File: src/rtl/unpack_metadata_pkg.sv
// Shared packer/unpacker constants: chunk geometry, clog2, FSM encoding.
package unpack_metadata_pkg;

  localparam logic [1:0] ST_IDLE    = 2'd0;
  localparam logic [1:0] ST_COLLECT = 2'd1;
  localparam logic [1:0] ST_PASS    = 2'd2;

  typedef enum logic [1:0] {
    IDLE    = ST_IDLE,
    COLLECT = ST_COLLECT,
    PASS    = ST_PASS
  } state_t;

  function automatic int calc_pw(input int dw, input int du);
    return dw - du;
  endfunction

  function automatic int calc_nchunk(input int dw, input int du,
                                     input int mw);
    return mw / (dw - du);
  endfunction

  function automatic int clog2(input int v);
    int r;
    r = 0;
    for (int i = 0; i < 32; i++)
      if ((1 << r) < v) r++;
    return r;
  endfunction

endpackage

File: src/rtl/unpack_metadata_if.sv
// Sample/metadata bundle between the sample source and the unpacker.
interface unpack_metadata_if #(
  parameter int data_width      = 16,
  parameter int meta_data_width = 464
);
  logic                       enable;
  logic                       init;
  logic [data_width-1:0]      data_in;
  logic                       strobe_in;
  logic [data_width-1:0]      data_out;
  logic                       strobe_out;
  logic [meta_data_width-1:0] meta_data;
  logic                       meta_valid;
  logic                       meta_abort;
  logic                       busy;

  modport master (
    output enable, init, data_in, strobe_in,
    input  data_out, strobe_out, meta_data,
    input  meta_valid, meta_abort, busy
  );

  modport slave (
    input  enable, init, data_in, strobe_in,
    output data_out, strobe_out, meta_data,
    output meta_valid, meta_abort, busy
  );
endinterface

File: src/rtl/unpack_metadata_shifter.sv
// Chunk shift register and counter; chunk 0 ends up in the low bits.
module meta_chunk_shifter
  import unpack_metadata_pkg::*;
#(
  parameter int PW     = 4,
  parameter int NCHUNK = 4,
  parameter int MW     = 16,
  parameter int CW     = 3
) (
  input  logic          clock,
  input  logic          reset,
  input  logic          clear,
  input  logic          shift_en,
  input  logic [PW-1:0] chunk,
  output logic [MW-1:0] shift_nxt,
  output logic [CW-1:0] count,
  output logic          done
);

  logic [MW-1:0] shift_q;
  logic [CW-1:0] count_q;

  if (NCHUNK == 1) begin : g_one
    assign shift_nxt = chunk;
  end else begin : g_many
    assign shift_nxt = {chunk, shift_q[MW-1:PW]};
  end

  assign count = count_q;
  assign done  = shift_en && (count_q == CW'(NCHUNK-1));

  always_ff @(posedge clock or posedge reset) begin
    if (reset) begin
      shift_q <= '0;
      count_q <= '0;
    end else if (clear) begin
      shift_q <= '0;
      count_q <= '0;
    end else if (shift_en) begin
      shift_q <= shift_nxt;
      count_q <= done ? '0 : count_q + 1'b1;
    end
  end

endmodule

File: src/rtl/unpack_metadata.sv
// Strips metadata chunks off sample high bits and reassembles the word.
// Optional: UNPACK_SIGN_EXTEND_EN sign-extends the stripped samples.
module unpack_metadata
  import unpack_metadata_pkg::*;
#(
  parameter int data_width      = 16,
  parameter int data_width_used = 12,
  parameter int meta_data_width = 464
) (
  input logic              clock,
  input logic              reset,
  unpack_metadata_if.slave bus
);

  localparam int PW     = calc_pw(data_width, data_width_used);
  localparam int NCHUNK = calc_nchunk(data_width, data_width_used,
                                      meta_data_width);
  localparam int CW     = clog2(NCHUNK + 1);
  localparam int DW     = data_width;
  localparam int DU     = data_width_used;
  localparam int MW     = meta_data_width;

  if (DU >= DW) begin : g_bad_used
    $error("data_width_used must be < data_width");
  end
  if (MW % PW != 0) begin : g_bad_meta
    $error("meta_data_width must be a multiple of the chunk width");
  end

  state_t          state_q, state_d;
  logic            acc, collecting, done;
  logic [CW-1:0]   count;
  logic [MW-1:0]   shift_nxt;
  logic [DW-1:0]   stripped;
  logic [DW-1:0]   dout_q, dout_d;
  logic [MW-1:0]   meta_q, meta_d;
  logic            strb_q, strb_d;
  logic            mv_q, mv_d;
  logic            ma_q, ma_d;

  assign acc        = bus.enable & bus.strobe_in & ~bus.init;
  assign collecting = (state_q == COLLECT);

`ifdef UNPACK_SIGN_EXTEND_EN
  assign stripped = {{PW{bus.data_in[DU-1]}}, bus.data_in[DU-1:0]};
`else
  assign stripped = {{PW{1'b0}}, bus.data_in[DU-1:0]};
`endif

  meta_chunk_shifter #(
    .PW     (PW),
    .NCHUNK (NCHUNK),
    .MW     (MW),
    .CW     (CW)
  ) u_shifter (
    .clock     (clock),
    .reset     (reset),
    .clear     (bus.init),
    .shift_en  (acc & collecting),
    .chunk     (bus.data_in[DW-1:DU]),
    .shift_nxt (shift_nxt),
    .count     (count),
    .done      (done)
  );

  always_comb begin
    state_d = state_q;
    dout_d  = dout_q;
    meta_d  = meta_q;
    strb_d  = 1'b0;
    mv_d    = 1'b0;
    ma_d    = 1'b0;
    unique case (1'b1)
      bus.init: begin
        state_d = COLLECT;
        ma_d    = collecting && (count != '0);
      end
      acc: begin
        dout_d = stripped;
        strb_d = 1'b1;
        if (done) begin
          meta_d  = shift_nxt;
          mv_d    = 1'b1;
          state_d = PASS;
        end
      end
      default: ;
    endcase
  end

  always_ff @(posedge clock or posedge reset) begin
    if (reset) begin
      state_q <= IDLE;
      dout_q  <= '0;
      meta_q  <= '0;
      strb_q  <= 1'b0;
      mv_q    <= 1'b0;
      ma_q    <= 1'b0;
    end else begin
      state_q <= state_d;
      dout_q  <= dout_d;
      meta_q  <= meta_d;
      strb_q  <= strb_d;
      mv_q    <= mv_d;
      ma_q    <= ma_d;
    end
  end

  assign bus.data_out   = dout_q;
  assign bus.strobe_out = strb_q;
  assign bus.meta_data  = meta_q;
  assign bus.meta_valid = mv_q;
  assign bus.meta_abort = ma_q;
  assign bus.busy       = collecting;

endmodule

File: src/flat_wrapper.sv
// flat-port wrapper written by rule: the top's interface ports become plain ports
module unpack_metadata_flat import unpack_metadata_pkg::*;
#(
  parameter int data_width      = 16,
  parameter int data_width_used = 12,
  parameter int meta_data_width = 464
)
  (clock, reset, bus_enable, bus_init, bus_data_in, bus_strobe_in, bus_data_out, bus_strobe_out, bus_meta_data, bus_meta_valid, bus_meta_abort, bus_busy);
  unpack_metadata_if #(.data_width(data_width), .meta_data_width(meta_data_width)) bus_i ();
  input logic clock;
  input logic reset;
  input wire logic [$bits(bus_i.enable)-1:0] bus_enable;
  input wire logic [$bits(bus_i.init)-1:0] bus_init;
  input wire logic [$bits(bus_i.data_in)-1:0] bus_data_in;
  input wire logic [$bits(bus_i.strobe_in)-1:0] bus_strobe_in;
  output wire logic [$bits(bus_i.data_out)-1:0] bus_data_out;
  output wire logic [$bits(bus_i.strobe_out)-1:0] bus_strobe_out;
  output wire logic [$bits(bus_i.meta_data)-1:0] bus_meta_data;
  output wire logic [$bits(bus_i.meta_valid)-1:0] bus_meta_valid;
  output wire logic [$bits(bus_i.meta_abort)-1:0] bus_meta_abort;
  output wire logic [$bits(bus_i.busy)-1:0] bus_busy;
  assign bus_i.enable = bus_enable;
  assign bus_i.init = bus_init;
  assign bus_i.data_in = bus_data_in;
  assign bus_i.strobe_in = bus_strobe_in;
  assign bus_data_out = bus_i.data_out;
  assign bus_strobe_out = bus_i.strobe_out;
  assign bus_meta_data = bus_i.meta_data;
  assign bus_meta_valid = bus_i.meta_valid;
  assign bus_meta_abort = bus_i.meta_abort;
  assign bus_busy = bus_i.busy;
  unpack_metadata #(.data_width(data_width), .data_width_used(data_width_used), .meta_data_width(meta_data_width)) u_core (.clock(clock), .reset(reset), .bus(bus_i));
endmodule
File: config.mk
export PLATFORM = sky130hd
export DESIGN_NAME = unpack_metadata_flat
export DESIGN_NICKNAME = d
export VERILOG_FILES = /design/src/rtl/unpack_metadata_pkg.sv /design/src/rtl/unpack_metadata_if.sv /design/src/rtl/unpack_metadata_shifter.sv /design/src/rtl/unpack_metadata.sv /design/src/flat_wrapper.sv
export SDC_FILE = /design/constraint.sdc
export NUM_CORES = 1
export LEC_CHECK = 0
export BUFFER_PORTS_ARGS = -buffer_cell sky130_fd_sc_hd__buf_2
export CORE_UTILIZATION = 58
export CTS_CLUSTER_DIAMETER = 100
export CTS_CLUSTER_SIZE = 40
export DETAILED_ROUTE_END_ITERATION = 16
export PLACE_DENSITY = 0.81
export SLEW_MARGIN = 0
export SYNTH_ARGS = -nofsm -noshare
export SYNTH_HDL_FRONTEND = slang
export SYNTH_SLANG_ARGS = --single-unit
File: constraint.sdc
create_clock -name clock -period 33 [get_ports clock]
set_input_delay 1.65 -clock clock [delete_from_list [all_inputs] [get_ports clock]]
set_output_delay 1.65 -clock clock [all_outputs]
set_load 0.02 [all_outputs]
==> impl_metrics.env, run 1 <==
export IMPL_outcome="complete, no violations"
export IMPL_grt_max_degree=228
export IMPL_fmax_ghz=0.157
export IMPL_cts_buffers=31
export IMPL_fin_crit_sh=0.193
export IMPL_synth_xor_xnor_area_share=0.000671
export IMPL_whs_ps=480
export IMPL_syn_to_final_growth_pct=8.55
export IMPL_grt_antenna_before_repair=0
export IMPL_place_ws_ps=26020
export IMPL_ctsLongestPathBuffers=3
export IMPL_vias_per_cell=5.49
export IMPL_worstReg2RegStart="u_core.state_q[1]"
export IMPL_num_vias=23700
export IMPL_start_util=0.591
export IMPL_diodes=0
export IMPL_layout_cells_non_filler=4317
export IMPL_skew_ps=37.6
export IMPL_cp_max_fo=173
export IMPL_postCtsHoldBufs=0
export IMPL_layout_drive_gt1_share=0.302
export IMPL_drcViolationCount=0
export IMPL_wire_per_inst_um=19.5
export IMPL_row_count=94
export IMPL_clk_pin_slew_worst_paths_ps=130
export IMPL_combPwrFrac=0.036
export IMPL_place_congestion=0.796
export IMPL_synth_compound_area_share=0.0141
export IMPL_synth_top_area_share=0.606
export IMPL_seq_area_frac_synth=0.606
export IMPL_die_area_um2=68600
export IMPL_crit_required_ps=33540
export IMPL_p_int_mw=1.38
export IMPL_grt_pass1_wl_mm=133
export IMPL_fp_dieH_um=262
export IMPL_pwr_share_clk=0.312
export IMPL_crit_path_end="u_core.bus.meta_data[133]"
export IMPL_dpl_cell_count=4268
export IMPL_leakage_nw=24.4
export IMPL_num_io_pins=505
export IMPL_synth_mux_area_frac=0.172
export IMPL_sequentialPowerShare=0.652
export IMPL_ys_types=35
export IMPL_min_period_ps=6360
export IMPL_clkLatencyLatePin_ps=660
export IMPL_p_sw_uw=412
export IMPL_cts_max_level=1
export IMPL_root_buffer="clkbuf_16"
export IMPL_synthAdderAreaFrac=0.000639
export IMPL_globalRouteOverflowTotal=0
export IMPL_ant_nets=0
export IMPL_vdd_drop_max_mv=0.0375
export IMPL_ys_ff_latch=948
export IMPL_drtIter0Drc=2281
export IMPL_synthTopCellsByArea="dfrtp_1 (61%), mux2_4 (16%), nand2_1 (9.2%)"
export IMPL_max_slew_margin=0.215
export IMPL_worstMarginPinSlew_ps=1180
export IMPL_fill_cells=4890
export IMPL_finalNetCount=3460
export IMPL_maxCapViolations=0
export IMPL_switching_share=0.231
export IMPL_powerDensity_nw_per_um2=42.1
export IMPL_dr_pass1_iters=7
export IMPL_postCtsSetupBuffers=0
export IMPL_syn_cell_area_um2=39200
export IMPL_synth_top_family_by_area="multiplexers"
export IMPL_busiest_layer="met2"
export IMPL_dp_hpwl_mm=52.5
export IMPL_setup_ws_ps=26640
export IMPL_cp_arrival_ps=6910
export IMPL_port_buffers=500
export IMPL_hold_path_class="reg2reg"
export IMPL_synthCells=3091
export IMPL_hold_violations=0
export IMPL_yosysTopAreaCell="dfrtp_1"
export IMPL_wl_mm=84.1
export IMPL_synthSimpleGateAreaFrac=0.165
export IMPL_rrSetupSlack_ps=27980
export IMPL_syn_avg_cell_area_um2=12.7
export IMPL_grtUsageMet1=0.357
export IMPL_use_met3=0.0429
export IMPL_post_cts_resize_count=0
export IMPL_final_max_slew_viol_count=0
export IMPL_tns_ps=0
export IMPL_yosys_warnings=0
export IMPL_cts_tree="built"
export IMPL_crit_path_start_kind="primary input"
export IMPL_endpoint_kind="flip-flop"
export IMPL_cts_sinks=948
export IMPL_grt_util_met2=0.366
export IMPL_r2r_end="u_core.u_shifter.shift_q[146]"
export IMPL_worstSetupPathType="in2reg"
export IMPL_rsz0062_at_grt="false"
export IMPL_die_w_um=262
export IMPL_grt_pass1_vias=23200
export IMPL_finalSetupViolCount=0
export IMPL_r2r_cells=7
export IMPL_crit_start="bus_init"
export IMPL_core_area_um2=66300
export IMPL_grt_usage=0.242
## per-stage QoR
| stage | utilization | cell area (um^2) | power [mW] |
|---|---|---|---|
| 3_3_place_gp | 0.625 | 41500 | 1.25 |
| 6_report | 0.641 | 42500 | 1.79 |
| 3_5_place_dp | 0.625 | 41500 | 1.26 |
| 4_1_cts | 0.641 | 42500 | 1.81 |
| 2_1_floorplan | - | 39200 | 1.24 |
| 5_1_grt | 0.641 | 42500 | 1.85 |
## layout by cell type, fill, tap and decap left out, types with 3 or more instances in the layout
cell type  netlist  layout
buf_12          44       6
clkbuf_16        0      31
nand3_1          6       6
inv_8            0       3
dfrtp_1        948     948
inv_1            5       4
buf_2            6     499
nand3b_1       365     365
nand2_1        961     961
clkinv_4         0       3
mux2_2          56      56
mux2_4         408     408
clkinv_16        0       4
o31ai_1          3       3
conb_1           1       4
clkbuf_8         0       3
a21oi_1         98      98
buf_4            4      19
## worst min path at each step
stage	startpoint	endpoint	cells past startpoint
floorplan	u_core.u_shifter.shift_q[461]	u_core.u_shifter.shift_q[457]	2
global placement	u_core.bus.data_out[7]	u_core.bus.data_out[7]	2
detailed placement	u_core.bus.data_out[9]	u_core.bus.data_out[9]	2
CTS	u_core.u_shifter.shift_q[197]	u_core.u_shifter.shift_q[193]	2
global route	u_core.u_shifter.shift_q[197]	u_core.u_shifter.shift_q[193]	2
finish	u_core.u_shifter.shift_q[197]	u_core.u_shifter.shift_q[193]	2
## layer usage
| layer | wire, um | share of wire |
|---|---|---|
| met5 | 0 | 0 |
| met4 | 2860 | 0.034 |
| met3 | 4560 | 0.054 |
| met2 | 39200 | 0.47 |
| met1 | 37400 | 0.45 |
## logic make-up (layout without fill, tap and decap cells)
family | Yosys count | count (layout)
muxes | 464 | 464
and+or+nand+nor | 1346 | 1346
buffers and inverters | 221 | 580
DFF | 948 | 948
other | 1 | 4
xor gates and xnor gates | 3 | 3
adders and majority gates | 2 | 2
AOI/OAI and AO/OA | 106 | 106
## state kept, by name, summed over array words and instances, names as in the netlist
register	flops
u_core.state_q	2
u_core.u_shifter.shift_q	460
u_core.bus.meta_data	464
u_core.bus.data_out	12
u_core.bus.meta_abort	1
u_core.bus.strobe_out	1
u_core.u_shifter.count	7
u_core.bus.meta_valid	1
## critical path: stages
cell and delay [ps]:
buf_8 580, nand3b_1 200, buf_4 270, nand2b_4 840
or2_4 850, buf_4 860, buf_4 960, mux2_4 350
## cells in the mapped netlist
cell,number
nand2_1,961
dfrtp_1,948
mux2_4,408
nand3b_1,365
clkbuf_1,149
a21oi_1,98
mux2_2,56
buf_12,44
buf_1,6
buf_2,6
buf_6,6
nand3_1,6
inv_1,5
buf_4,4
o31ai_1,3
a31oi_1,2
ha_1,2
nand4_1,2
nor2_1,2
nor2b_1,2
xnor2_1,2
a21o_1,1
a311oi_1,1
and3_1,1
and4_1,1
and4b_1,1
conb_1,1
inv_2,1
nand2b_1,1
o311a_1,1
or2_1,1
or3_1,1
or3_4,1
or4b_2,1
xor2_1,1
## power groups by stage
stage	clock network, mW	logic [mW]	registers, mW
2_1_floorplan	0	0.0440	1.19
3_3_place_gp	0	0.0663	1.19
3_5_place_dp	0	0.0665	1.19
4_1_cts	0.572	0.0666	1.17
5_1_grt	0.607	0.0727	1.17
6_report	0.558	0.0650	1.17
## final cells by class
cell class,instances,area (um^2),area share
sequential,948,23700,0.558
inverter,6,30.0,0.000706
tap,864,1080,0.0254
multi-input combinational,1925,13900,0.326
clock inverter,13,224,0.00527
clock buffer,36,825,0.0194
timing repair buffer,525,2780,0.0653
Power figures use the tool's default switching activity.
==> inputs of run 2 (changes only) <==
- ABC_AREA: default -> 1
- CORE_UTILIZATION: 58 -> 57
- PLACE_DENSITY: 0.81 -> 0.8
- clock period: 33 -> 6 ns (I/O delays scaled with it)
==> impl_metrics.env, run 2 <==
export IMPL_min_period_ps=3370
export IMPL_layout_drive_gt1_share=0.231
export IMPL_num_vias=23400
export IMPL_cts_tree="built"
export IMPL_cts_buffers=29
export IMPL_fin_area_um2=38700
export IMPL_wl_mm=76.8
export IMPL_setup_ws_ps=2630
export IMPL_synthSimpleGateAreaFrac=0.0580
export IMPL_grt_pass1_wl_mm=124
export IMPL_clkLatencyLatePin_ps=640
export IMPL_worstMarginPinSlew_ps=1270
export IMPL_die_area_um2=62800
export IMPL_dr_pass1_iters=8
export IMPL_powerDensity_nw_per_um2=246
export IMPL_seq_area_frac_synth=0.674
export IMPL_syn_cell_area_um2=35200
export IMPL_ys_ff_latch=948
export IMPL_max_slew_margin=0.151
export IMPL_rsz0062_at_grt="false"
export IMPL_die_w_um=251
export IMPL_grt_max_degree=212
export IMPL_cts_max_level=1
export IMPL_cp_max_fo=156
export IMPL_globalRouteOverflowTotal=0
export IMPL_fin_util=0.638
export IMPL_tns_ps=0
export IMPL_crit_required_ps=6580
export IMPL_cp_top_family="buffers and inverters"
export IMPL_synthAdderAreaFrac=0.000711
export IMPL_drtIter0Drc=1998
export IMPL_cpMaxStageDelayCell="inv_8"
export IMPL_skew_ps=44.3
export IMPL_place_congestion=0.832
export IMPL_ys_types=25
export IMPL_postCtsSetupBuffers=0
export IMPL_synthTopCellsByArea="dfrtp_1 (67%), o22ai_1 (8.2%), o21ai_2 (5.9%)"
export IMPL_largest_register_ffs=464
export IMPL_syn_to_final_growth_pct=10.0
export IMPL_finalNetCount=3508
export IMPL_fmax_ghz=0.296
export IMPL_yosysTopAreaCell="dfrtp_1"
export IMPL_fin_crit_sh=0.562
export IMPL_dpl_cell_area_um2=37700
export IMPL_clk_pin_slew_worst_paths_ps=140
export IMPL_cp_cell_sequence="nand2_1, inv_1, nand2_4, nor2_2, inv_8, buf_12, nand2_1, o21ai_2"
export IMPL_diodes=0
export IMPL_vias_per_cell=5.47
export IMPL_place_ws_ps=2640
export IMPL_cp_arrival_ps=3950
export IMPL_synth_top_area_share=0.674
export IMPL_synth_commonest_cells="dfrtp_1 (948), nand2_1 (520), inv_1 (477), o22ai_1 (460), o21ai_2 (236)"
export IMPL_core_area_um2=60700
export IMPL_synthCells=3114
export IMPL_port_buffers=500
export IMPL_dp_hpwl_mm=50.4
export IMPL_drcViolationCount=0
export IMPL_final_max_slew_viol_count=0
export IMPL_num_io_pins=505
export IMPL_grt_usage=0.243
export IMPL_crit_path_start_kind="flip-flop"
export IMPL_cp_common_cell="nand2_1"
export IMPL_critPathMaxStageDelay_ps=810
export IMPL_leakage_nw=18.6
export IMPL_maxCapViolations=0
export IMPL_row_count=90
export IMPL_outcome="complete, no violations"
export IMPL_syn_avg_cell_area_um2=11.3
export IMPL_grt_pass1_vias=22700
export IMPL_synth_top_family_by_area="compound AO/OA/AOI/OAI gates"
export IMPL_hold_violations=0
export IMPL_grt_antenna_before_repair=1
export IMPL_synth_compound_area_share=0.175
export IMPL_endpoint_kind="flip-flop"
export IMPL_synth_edff_count=0
export IMPL_async_reset_ff_frac=1.00
export IMPL_wire_per_inst_um=18.0
export IMPL_ant_nets=0
export IMPL_synth_most_common_cell="dfrtp_1"
export IMPL_layout_common_cells="dfrtp_1 (948), nand2_1 (519), buf_2 (500), inv_1 (476), o22ai_1 (460)"
export IMPL_root_buffer="clkbuf_16"
export IMPL_ctsLongestPathBuffers=3
export IMPL_fp_dieH_um=251
export IMPL_final_common_cell="dfrtp_1"
export IMPL_finalSetupViolCount=0
export IMPL_cts_sinks=948
export IMPL_worstSetupPathType="reg2reg"
export IMPL_hold_path_class="in2reg"
export IMPL_vdd_drop_max_mv=0.322
export IMPL_cp_buffers_inverters=3
export IMPL_yosys_warnings=0
export IMPL_ys_flop_type="dfrtp_1"
export IMPL_start_util=0.580
export IMPL_synth_xor_xnor_area_share=0.000249
export IMPL_synth_mux_area_frac=0
-- run 2: changes by cell type in the layout (fill, tap and decap cells not counted), moves of 96 or more --
cell      previous run  this run
mux2_4             408         0
o21ai_2              0       236
o22ai_1              0       460
a21oi_1             98         2
o21ai_1              0       228
nand2_1            961       519
inv_1                4       476
nand3b_1           365         0
-- run 2: final cells by class --
class / count / area (um^2)
inverter: 478 / 1810
fill: 4662 / 22000
clock buffer: 30 / 729
timing repair buffer: 548 / 3130
sequential: 948 / 23700
tap: 782 / 978
multi-input combinational: 1480 / 8260
clock inverter: 7 / 106
-- run 2: layer usage --
layer	vias to the layer above	GRT usage	wire [um]
met5	-	0	0
met1	11700	0.340	32500
met4	0	0.0710	2380
met3	115	0.0451	4310
met2	607	0.392	37500
li1	11000	-	-
-- run 2: tightest hold or removal path, delay by kind of cell --
kind          cells  cell delay [ps]
simple gates      2              270
buf+inv           1              100
-- run 2: logic make-up after synthesis --
| kind of cell | after synthesis |
|---|---|
| AOI/OAI and AO/OA | 935 |
| xor gates and xnor gates | 1 |
| adders and majority gates | 2 |
| buffers and inverters | 689 |
| DFF | 948 |
| other | 1 |
| and+or+nand+nor | 538 |
-- run 2: path summary, 6_finish.rpt --
kind	from	end	slack [ps]	cells after the start
max	u_core.state_q[0]	u_core.bus.meta_data[187]	2630	8
min	bus_strobe_in	u_core.bus.strobe_out	100	3
max reg2reg	u_core.state_q[0]	u_core.bus.meta_data[187]	2630	8
min reg2reg	u_core.bus.meta_data[343]	u_core.bus.meta_data[343]	490	2
max in group asynchronous	reset	u_core.u_shifter.shift_q[347]	3830	5
min in group asynchronous	reset	u_core.bus.data_out[4]	450	3
-- run 2: repair_timing --
action                                  4_1_cts  5_1_grt
gates resized for setup                       0        0
hold endpoints to repair                     62        0
endpoints found under the setup margin        0        0
hold buffers                                 18        0
-- run 2: power by group --
part           switching, mW  internal (mW)
clock                   1.84          0.918
sequential           0.00933           6.40
combinational          0.275         0.0672
total                   2.13           7.39
-- run 2: per-stage QoR --
stage | hold WS (ps) | cells | total power [mW]
5_1_grt | 70.2 | 4273 | 9.81
4_1_cts | 52.6 | 4273 | 9.60
2_1_floorplan | 363 | 3117 | 6.79
6_report | 98.3 | 4273 | 9.51
3_3_place_gp | 456 | 4218 | 6.87
3_5_place_dp | 462 | 4218 | 6.87
